--- src/rtl/mem_arb.sv ---
// mem_arb: round-robin arbiter sharing one memory port between fetch (F) and data (D).
// Define ARB_TIMEOUT_EN to abort a transaction after TIMEOUT BUSY cycles without mem_rdy.
module mem_arb #(
  parameter int AW      = 8,
  parameter int DW      = 8,
  parameter int TIMEOUT = 15
) (
  input  logic          clk,
  input  logic          rst,
  input  logic          f_req,
  input  logic [AW-1:0] f_addr,
  output logic          f_ack,
  input  logic          d_req,
  input  logic          d_we,
  input  logic [AW-1:0] d_addr,
  input  logic [DW-1:0] d_wdata,
  output logic          d_ack,
  output logic [DW-1:0] rdata,
  output logic          gnt_f,
  output logic          gnt_d,
  output logic          err,
  output logic          mem_req,
  output logic          mem_we,
  output logic [AW-1:0] mem_addr,
  output logic [DW-1:0] mem_wdata,
  input  logic [DW-1:0] mem_rdata,
  input  logic          mem_rdy
);

  typedef enum logic [1:0] {IDLE, BUSY, DONE} state_t;

  if (TIMEOUT < 1 || TIMEOUT > 255) begin : g_bad_timeout
    $error("mem_arb: TIMEOUT must lie in 1..255");
  end

  state_t state, state_nxt;
  logic   owner;      // 0 = F, 1 = D
  logic   last;       // owner of the previous grant; the other side wins a tie
  logic   grant;
  logic   grant_sel;
  logic   abort;

`ifdef ARB_TIMEOUT_EN
  logic [7:0] tmo_cnt;
  logic       err_q;
`endif

  always_comb begin
    // NOTE: every signal written here gets a default first, so no path can infer a latch.
    state_nxt = state;
    grant     = 1'b0;
    grant_sel = last;
    abort     = 1'b0;
    case (state)
      IDLE: begin
        if (f_req && d_req) begin
          grant     = 1'b1;
          grant_sel = ~last;
        end else if (f_req || d_req) begin
          grant     = 1'b1;
          grant_sel = d_req;
        end
        if (grant) state_nxt = BUSY;
      end
      BUSY: begin
        // mem_rdy beats a timeout landing in the same cycle
        if (mem_rdy) begin
          state_nxt = DONE;
        end
`ifdef ARB_TIMEOUT_EN
        else if (tmo_cnt == 8'(TIMEOUT - 1)) begin
          state_nxt = DONE;
          abort     = 1'b1;
        end
`endif
      end
      DONE:    state_nxt = IDLE;
      default: state_nxt = IDLE;
    endcase
  end

  always_ff @(posedge clk) begin
    // NOTE: sequential state uses non-blocking assignments so every register sees pre-edge values.
    if (rst) begin
      state     <= IDLE;
      owner     <= 1'b0;
      last      <= 1'b1;
      mem_we    <= 1'b0;
      mem_addr  <= '0;
      mem_wdata <= '0;
      rdata     <= '0;
    end else begin
      state <= state_nxt;
      if (grant) begin
        owner     <= grant_sel;
        last      <= grant_sel;
        mem_we    <= grant_sel & d_we;
        mem_addr  <= grant_sel ? d_addr : f_addr;
        mem_wdata <= grant_sel ? d_wdata : '0;
      end
      if (abort) begin
        rdata <= '1;
      end else if (state == BUSY && mem_rdy && !mem_we) begin
        rdata <= mem_rdata;
      end
    end
  end

`ifdef ARB_TIMEOUT_EN
  always_ff @(posedge clk) begin
    if (rst) begin
      tmo_cnt <= '0;
      err_q   <= 1'b0;
    end else begin
      if (grant) begin
        tmo_cnt <= '0;
      end else if (state == BUSY && !mem_rdy) begin
        tmo_cnt <= tmo_cnt + 8'd1;
      end
      if (state == BUSY) err_q <= abort;
    end
  end

  assign err = (state == DONE) && err_q;
`else
  assign err = 1'b0;
`endif

  assign mem_req = (state == BUSY);
  assign gnt_f   = (state != IDLE) && !owner;
  assign gnt_d   = (state != IDLE) &&  owner;
  assign f_ack   = (state == DONE) && !owner;
  assign d_ack   = (state == DONE) &&  owner;

endmodule

--- config.mk ---
export PLATFORM = sky130hd
export DESIGN_NAME = mem_arb
export DESIGN_NICKNAME = d
export VERILOG_FILES = /design/src/rtl/mem_arb.sv
export SDC_FILE = /design/constraint.sdc
export NUM_CORES = 1
export LEC_CHECK = 0
export CELL_PAD_IN_SITES_DETAIL_PLACEMENT = 0
export CELL_PAD_IN_SITES_GLOBAL_PLACEMENT = 1
export CORE_MARGIN = 2
export CORE_UTILIZATION = 26
export DETAILED_ROUTE_END_ITERATION = 12
export PLACE_DENSITY_LB_ADDON = 0.1
export SKIP_CTS_REPAIR_TIMING = 1
export SLEW_MARGIN = 10
export SYNTH_ARGS = -nofsm -noshare
export SYNTH_HDL_FRONTEND = slang
export SYNTH_SLANG_ARGS = --single-unit
--- constraint.sdc ---
create_clock -name clk -period 1.9 [get_ports clk]
set_input_delay 0.19 -clock clk [delete_from_list [all_inputs] [get_ports clk]]
set_output_delay 0.19 -clock clk [all_outputs]
set_load 0.01 [all_outputs]
==> flow_summary.yaml <==
cells_and_area:
  syn_to_final_growth_pct: 69.3
  final_layout_size_suffix_gt1_share_pct: 11.2
  diodes: 0
  nets: 243
  fin_cells: 258
timing:
  setup_viol: 0
  period_share_pct: 88.5
  drv_slew: 0
  setup_tns_ps: 0
  clock.fmax_mhz: 595
  hold_viol_final: 0
  worst_slack_ps: 218
  fin_skew_ps: 3.37
  rsz0062_at_grt: "false"
  min_period_ps: 1680
placement:
  gp_congestion: 0.722
  io_buffers: 67
  pre_cts_ws_ps: 143
  hpwl_microns: 2500
  dp.cells: 250
worst_setup_path:
  worstPathCellList: "nor3b_1, clkdlybuf4s50_1"
  criticalPathCategory: "flip-flop to output port"
  crit_path_end_kind: "output port"
  path_buf_inv: 1
  cp_top_family: "buffers and inverters"
  crit_fanout: 8
  cp.required_ps: 1710
  start_kind: "flip-flop"
  cp_data_arrival_time_ps: 1490
  cpMaxStageDelayCell: "clkdlybuf4s50_1"
  max_stage_delay_ps: 570
power_and_ir_drop:
  ir_drop_uv: 440
  p_leak_nw: 0.763
  p_per_area_mw_per_mm2: 917
die:
  die_area_sq_mm: 0.00526
  fp-row-count: 24
  start_util_pct: 27.4
  dieHeight_microns: 72.5
  die_x_microns: 72.5
  coreArea_sq_mm: 0.00444
  io-pin-count: 69
yosys:
  synth-seq-cells: 29
  yosysUniqueCellTypes: 26
  synth_top_area_cell: "dfxtp_1"
  netlist_area_sq_mm: 0.00122
  synth_area_leaders: "dfxtp_1 (48%), a21oi_1 (7.0%), mux2i_1 (6.6%), nor2_1 (6.2%), nand2_1 (5.5%)"
  ys_warn_count: 0
  synth_cells: 135
  avgSynthCellArea_sq_um: 9.04
  yosysTopAreaCellShare_pct: 47.6
  synth.net_count: 173
  seq_area_frac_synth_pct: 47.6
drt:
  via_per_inst: 4.68
  vias: 1207
  dr.pass1.iters: 4
  drc: 0
  drt_iter0_markers: 35
  wl_per_cell_microns: 13.3
  met3WireLength_microns: 264
  met2WireLength_microns: 1730
  top_layer: "met4"
  wl_met1_microns: 1390
  antenna_left: 0
  totalWireLength_microns: 3440
clocking:
  clk_pin_slew_ps: 60
  cts_made_buffers: 5
  clkSinkCount: 29
  cts_tree: "done"
  clock_latency_ps: 280
  cts-root-buf: "clkbuf_8"
  cts_htree_levels: 2
  clk_path_buf_depth: 2
global_route:
  grt_max_degree: 30
  grt.total_usage_pct: 13.3
  overflow: 0
  antenna_found_initial: 0
  grt_pass1_vias: 1151
  grt_pass1_wl_microns: 5360
job:
  maxCapViolCount: 0
run_status:
  status: "complete, no violations"
min_path:
  hp-class: "flip-flop to flip-flop"
==> Yosys cell counts <==
cell type	n
conb_1	1
nor2_1	20
nand2b_1	2
a21oi_2	1
dfxtp_1	29
clkbuf_1	3
buf_4	1
a211oi_2	1
buf_2	1
nand3b_1	1
nand2_1	18
a211oi_1	8
o32a_2	1
nand3_1	9
a21oi_1	17
o21ai_2	1
buf_6	4
nor2b_1	2
nor3b_1	1
o32ai_2	1
mux2i_1	8
nor2_2	1
o21a_1	1
and3b_1	1
buf_8	1
nor3b_4	1
==> through the flow <==
step | area [sq um] | power, mW | hold WS [ps] | util (%)
3_5_place_dp | 1930 | 1.15 | 451 | 43.4
4_1_cts | 2060 | 1.92 | 459 | 46.4
5_1_grt | 2070 | 1.98 | 473 | 46.5
2_1_floorplan | 1220 | 0.929 | 331 | -
6_report | 2070 | 1.89 | 462 | 46.5
3_3_place_gp | 1930 | 1.14 | 443 | 43.4
==> flip-flops by register name, summed over array words and instances, names as in the netlist <==
signal	count
mem_addr	8
owner	1
rdata	8
mem_wdata	8
last	1
mem_we	1
state	2
==> worst reg2reg max path: stages (launching register included) <==
cell and delay (ps):
dfxtp_2 370, nor2_1 260, o21a_1 170, buf_4 230, nor2_1 60, a211oi_1 240
==> path summary, 6_finish.rpt <==
| check | startpoint | to | slack [ps] | cells past startpoint |
|---|---|---|---|---|
| hold / removal | mem_wdata[6] | mem_wdata[6] | 460 | 2 |
| setup reg to reg | state[0] | mem_addr[5] | 480 | 5 |
| hold reg to reg | mem_wdata[6] | mem_wdata[6] | 460 | 2 |
| setup / recovery | state[1] | f_ack | 220 | 2 |
==> power by group <==
group	internal [mW]	switching, mW	total [mW]
combinational	0.247	0.187	0.434
clock	0.521	0.239	0.759
sequential	0.663	0.0379	0.701
total	1.43	0.464	1.89
==> cell usage in the layout, fill, tap and decap left out, types with 2 or more instances in the layout <==
master	synthesis	routed
nand2_1	18	18
clkdlybuf4s50_1	0	67
bufinv_16	0	2
nor2b_1	2	2
mux2i_1	8	8
dfxtp_1	29	27
dfxtp_2	0	2
nor2_1	20	20
nand2b_1	2	2
buf_4	1	5
nand3_1	9	9
clkbuf_8	0	5
a211oi_1	8	8
a21oi_1	17	17
==> logic make-up (layout without fill, tap and decap cells) <==
family | after synthesis | after routing | share of synthesized area, %
mux | 8 | 8 | 6.56
other cells | 1 | 1 | 0.307
flops | 29 | 29 | 47.6
simple gates | 56 | 56 | 21.4
buf+inv | 10 | 81 | 6.87
compound gates | 31 | 31 | 17.2
==> area by class of cell <==
class,instances,area (sq um)
Clock inverter,3,65.1
Tap cell,52,65.1
Clock buffer,5,68.8
Fill cell,411,2380
Multi-Input combinational cell,96,556
Sequential cell,29,583
Timing Repair Buffer,73,728
==> metal layers <==
layer | vias to the layer above | GRT usage (%)
li1 | 601 | -
met1 | 556 | 14.7
met2 | 43 | 22.7
met3 | 7 | 4.44
met4 | 0 | 6.79
met5 | - | 0
Note: power is estimated with default switching activity, not from simulation.
==> patch 1: new RTL, same settings <==
Build with the macro `ARB_TIMEOUT_EN` defined.
--- a/src/rtl/mem_arb.sv
+++ b/src/rtl/mem_arb.sv
@@ -1,5 +1,7 @@
 // mem_arb: round-robin arbiter sharing one memory port between fetch (F) and data (D).
 // Define ARB_TIMEOUT_EN to abort a transaction after TIMEOUT BUSY cycles without mem_rdy.
+`define ARB_TIMEOUT_EN
+
 module mem_arb #(
   parameter int AW      = 8,
   parameter int DW      = 8,
Behaviour: same outputs for any inputs over 10 cycles, from zero or initial values and one cycle with rst high; that may be too few to reach the edited logic, so the function may still have changed.
==> patch 1 against the unedited design <==
  * Utilization fell by 4.9 points
  * Worst setup slack got worse by 26 ps
  * Synthesized cell count rose by 38%
  * Final cell count rose by 41%
  * Non-clock buffer count rose by 14
  * Design area rose by 37%
  * Power rose by 5.3%
  * Die area rose by 47%
  * Global-route usage rose by 0.89 points
  * Combinational power rose by 17%
  * Synthesized area rose by 50%
  * Sequential cell count rose by 9
  * Wire length rose by 52%
  * Largest cell class is now multi-input gates
==> patch 1: results (changes against the unedited design) <==
global_routing:
  grt_max_degree: 19  # was 30
  antenna_found_initial: 0  # unchanged
  grt_pass1_vias: 1767  # was 1151
  grt_pass1_wl_um: 8611  # was 5361 µm
  grtUsageTotal_pct: 14.21  # was 13.32%
timing:
  finClkSkew_ps: 8.024  # was 3.373 ps
  finalMaxSlewViolations: 0  # unchanged
  slew_headroom_pct: 61.15
setup_path:
  path_max_fanout: 15  # was 8
  r2r_cells: 4  # was 5
yosys:
  synth_top_area_share_pct: 41.56  # was 47.59%
  async_reset_ff_share_pct: 0  # unchanged
  yosys.cell_types.count: 38  # was 26
  synth-main-ff-cell: "dfxtp_1"  # unchanged
  ys_seq_area_share_pct: 41.56  # was 47.59%
  synth_xor_area_share_pct: 0.9569  # was 0%
  synth_adder_area_share_pct: 1.367  # was 0%
  synth_area_leaders: "dfxtp_1 42%, nor4bb_1 4.9%, mux2i_1 4.4%"  # was dfxtp_1 48%, a21oi_1 7.0%, mux2i_1 6.6%
  synth.top_cells.by_count: "38 x dfxtp_1, 14 x a21oi_1, 10 x inv_1, 10 x nor3b_1"  # was 29 x dfxtp_1, 20 x nor2_1, 18 x nand2_1
  postSynthCellCount: 186  # was 135
  synthMuxAreaShare_pct: 4.375  # was 6.564%
  syn-num-nets: 226  # was 173
  synth_compound_area_share_pct: 24.27  # was 17.23%
  synth-edff-count: 0  # unchanged
route:
  wl_met1_um: 2557  # was 1386 µm
  firstDrtPassIters: 4  # unchanged
  wl_met3_um: 302  # was 264 µm
  drt_wl_total_um: 5248  # was 3443 µm
  drtIter0Drc: 54  # was 35
  vias: 1704  # was 1207
  wl_per_cell_um: 14.46  # was 13.34 µm
  routed.top_layer: "met4"  # unchanged
  wl_met2_um: 2350  # was 1726 µm
cts:
  clock_path_buffers: 2  # unchanged
  cts.clk_slew.worst_paths_ps: 80  # was 60 ps
  cts_buffers: 5  # unchanged
  cts_root_buf: "clkbuf_8"  # unchanged
hold_path:
  min_delay_path_depth: 2  # unchanged
  hold_class: "reg -> reg"  # unchanged
placement:
  dp_slack_ps: -35.76  # was 142.8 ps
  globalplace.congestion: 0.7479  # was 0.7219
  port_buffers: 68  # was 67
  hpwl_um: 3800  # was 2501 µm
status:
  status: "finished clean"  # unchanged
final_layout:
  final_nets: 306  # was 243
  n_antenna_cell: 0  # unchanged
  n_fill_cell: 684  # was 411
  layout-drive-gt1-share_pct: 13.86  # was 11.17%
power:
  vdd_drop_max_mv: 0.3424  # was 0.4403 mV
  leakagePower_nw: 0.9820  # was 0.7634 nW
[patch 1: cell count changes after synthesis, moves of 5 or more]
cell,unedited run,this run
o211ai_1,0,8
inv_1,0,10
a22o_1,0,9
buf_2,1,6
nor3b_1,1,10
nand3_1,9,0
o32ai_1,0,8
dfxtp_1,29,38
nor4bb_1,0,9
nor2_1,20,5
nand2_1,18,5
[patch 1: final timing paths]
check / endpoint / start / slack (ps)
max: mem_req / state[1] / 190
min: mem_addr[0] / mem_addr[0] / 460
max reg2reg: mem_addr[7] / state[1] / 280
min reg2reg: mem_addr[0] / mem_addr[0] / 460
[patch 1: power breakdown]
part / internal (mW) / switching [mW] / total (mW)
clock: 0.292 / 0.299 / 0.591
sequential: 0.850 / 0.0455 / 0.895
combinational: 0.296 / 0.211 / 0.507
[patch 1: per-stage QoR]
stage	area [µm²]	power, mW
3_3_place_gp	2721	1.428
2_1_floorplan	1831	1.135
6_report	2824	1.993
4_1_cts	2816	2.030
3_5_place_dp	2721	1.426
5_1_grt	2824	2.111
[patch 1: critical path, stage by stage, from the launching register on]
cell and delay (ps):
dfxtp_4 410, nand2b_1 210, inv_1 70, clkdlybuf4s50_1 550
[patch 1: final cells by class]
type	instances	area share (%)
Multi-Input combinational cell	124	34.25
Inverter	10	1.329
Sequential cell	38	27.20
Clock inverter	2	0.4431
Clock buffer	6	2.924
Timing Repair Buffer	87	29.60
Tap cell	96	4.253
[patch 1: layer usage]
layer  up-vias  global-route usage [%]
met4         0                   3.776
met2        50                   22.87
met5         -                       0
met3         5                   3.676
met1       775                   18.92
li1        874                       -
[patch 1: logic make-up after synthesis]
| kind of cell | after synthesis |
|---|---|
| AO/OA/AOI/OAI | 60 |
| adder cells (fa/ha/maj) | 2 |
| XOR/XNOR | 2 |
| AND/OR/NAND/NOR | 52 |
| flip-flops | 38 |
| buffers and inverters | 24 |
| multiplexers | 8 |
==> patch 2: new RTL, same settings <==
Made on the original files. Encoding of `state_t`: now one-hot (3 bits for 3 states).
--- a/src/rtl/mem_arb.sv
+++ b/src/rtl/mem_arb.sv
@@ -27,7 +27,7 @@
   input  logic          mem_rdy
 );
 
-  typedef enum logic [1:0] {IDLE, BUSY, DONE} state_t;
+  typedef enum logic [2:0] {IDLE = 3'b001, BUSY = 3'b010, DONE = 3'b100} state_t;
 
   if (TIMEOUT < 1 || TIMEOUT > 255) begin : g_bad_timeout
     $error("mem_arb: TIMEOUT must lie in 1..255");
Function: same outputs for any inputs over 10 cycles, from zero or initial values and one cycle with rst high; not proved beyond that.
==> patch 2 against the unedited design <==
  * Critical path depth up 1
  * Sequential cell count rose by 1
  * Combinational power is 14% higher
  * Synthesized area rose by 16%
  * Clock power fell by 33%
  * Fmax down 9.5%
  * Critical endpoint is now mem_req
  * Global-route usage increased by 2.4 points
  * Largest power group is now registers
  * Power fell by 8.5%
  * Via count rose by 28%
  * Non-clock buffer count rose by 2
  * Worst setup slack worse by 180 ps
  * Worst hold slack better by 13 ps
  * Design area rose by 8.2%
  * Largest cell class unchanged
  * Wire length increased by 35%
==> patch 2: results (changes against the unedited design) <==
yosys:
  syn-num-nets: 201  # was 173
  synth_area_leaders: "dfxtp_1 43%, o221ai_1 9.9%, a21oi_1 9.6%"  # was dfxtp_1 48%, a21oi_1 7.0%, mux2i_1 6.6%
  ys_seq_area_share_pct: 42.59  # was 47.59%
  synth.top_cells.by_count: "30 x dfxtp_1, 27 x a21oi_1, 19 x o21ai_1"  # was 29 x dfxtp_1, 20 x nor2_1, 18 x nand2_1
route:
  drtIter0Drc: 90  # was 35
  drt-vias-per-instance: 5.213  # was 4.678
final_layout:
  instances_no_fill: 296  # was 258
  layout-drive-gt1-share_pct: 9.735  # was 11.17%
  n_fill_cell: 509  # was 411
setup_path:
  path_max_fanout: 9  # was 8
  rr_endpoint: "mem_addr[1]"  # was mem_addr[5]
  r2r_slack_ps: 340  # was 480 ps
  max_stage_delay_ps: 520  # was 570 ps
  worstReg2RegStart: "state[1]"  # was state[0]
global_routing:
  grt_pass1_vias: 1546  # was 1151
  grt_max_degree: 31  # was 30
  grtUsageTotal_pct: 15.72  # was 13.32%
  grt_pass1_wl_um: 7617  # was 5361 µm
timing:
  fin_hold_ws_ps: 475.9  # was 462.5 ps
power:
  internal_power_mw: 1.212  # was 1.430 mW
  leakagePower_nw: 0.7676  # was 0.7634 nW
hold_path:
  hold_end: "mem_wdata[2]"  # was mem_wdata[6]
status:
  status: "finished clean"  # unchanged
placement:
  hpwl_um: 3117  # was 2501 µm
  globalplace.congestion: 0.7755  # was 0.7219
-- patch 2: changes by cell type after synthesis, sizes merged, moves of 9 or more --
| cell | before | now |
|---|---|---|
| a211oi | 9 | 0 |
| o21ai | 1 | 20 |
| o221ai | 0 | 16 |
| nor2 | 21 | 5 |
| nand2 | 18 | 2 |
| a21oi | 18 | 27 |
-- patch 2: final cells by class --
| cell class | count | area, µm² | area share, % |
|---|---|---|---|
| inverter | 2 | 7.507 | 0.3358 |
| timing repair buffer | 75 | 733.2 | 32.79 |
| multi-input combinational | 113 | 715.7 | 32.01 |
| tap | 70 | 87.58 | 3.917 |
| sequential | 30 | 609.3 | 27.25 |
| clock buffer | 6 | 82.58 | 3.693 |
-- patch 2: worst max-delay path by stage --
stage                  endpoint  cells past startpoint  slack [ps]
CTS                     mem_req                      3        -100
floorplan                 gnt_d                      4         480
finish                  mem_req                      3          40
global placement    mem_addr[7]                      5         220
global route            mem_req                      3         -30
detailed placement  mem_addr[2]                      5         140
-- patch 2: layer usage --
layer | global-route usage (%) | vias to the layer above | share of wire (%)
met5 | 0 | - | 0
li1 | - | 750 | -
met3 | 4.535 | 8 | 7.2
met2 | 25.95 | 68 | 46
met1 | 19.28 | 717 | 45
met4 | 5.893 | 0 | 1.5
-- patch 2: power groups by stage --
stage,Combinational (mW),Clock [mW],Sequential [mW]
4_1_cts,0.497,0.522,0.729
3_5_place_dp,0.496,0,0.741
3_3_place_gp,0.489,0,0.739
2_1_floorplan,0.257,0,0.744
6_report,0.496,0.506,0.730
5_1_grt,0.538,0.546,0.739
-- patch 2: cells by family after synthesis --
kind of cell | count (synthesis) | synth area share [%]
other | 1 | 0.2659
buffers and inverters | 20 | 7.097
AND/OR/NAND/NOR | 39 | 17.30
AO/OA/AOI/OAI | 73 | 32.74
flip-flops | 30 | 42.59
-- patch 2: stage by stage --
step	util, %	area [µm²]	setup slack (ps)
floorplan	-	1410	477.1
global placement	41.29	2136	224.5
detailed placement	41.29	2136	141.9
CTS	42.89	2218	-98.87
global route	43.23	2236	-28.52
finish	43.23	2236	42.49
-- patch 2: critical path, delay by kind of cell (launching register included) --
| kind | cells | cell delay (ps) |
|---|---|---|
| and+or+nand+nor | 1 | 400 |
| DFF | 1 | 400 |
| buffers and inverters | 2 | 600 |
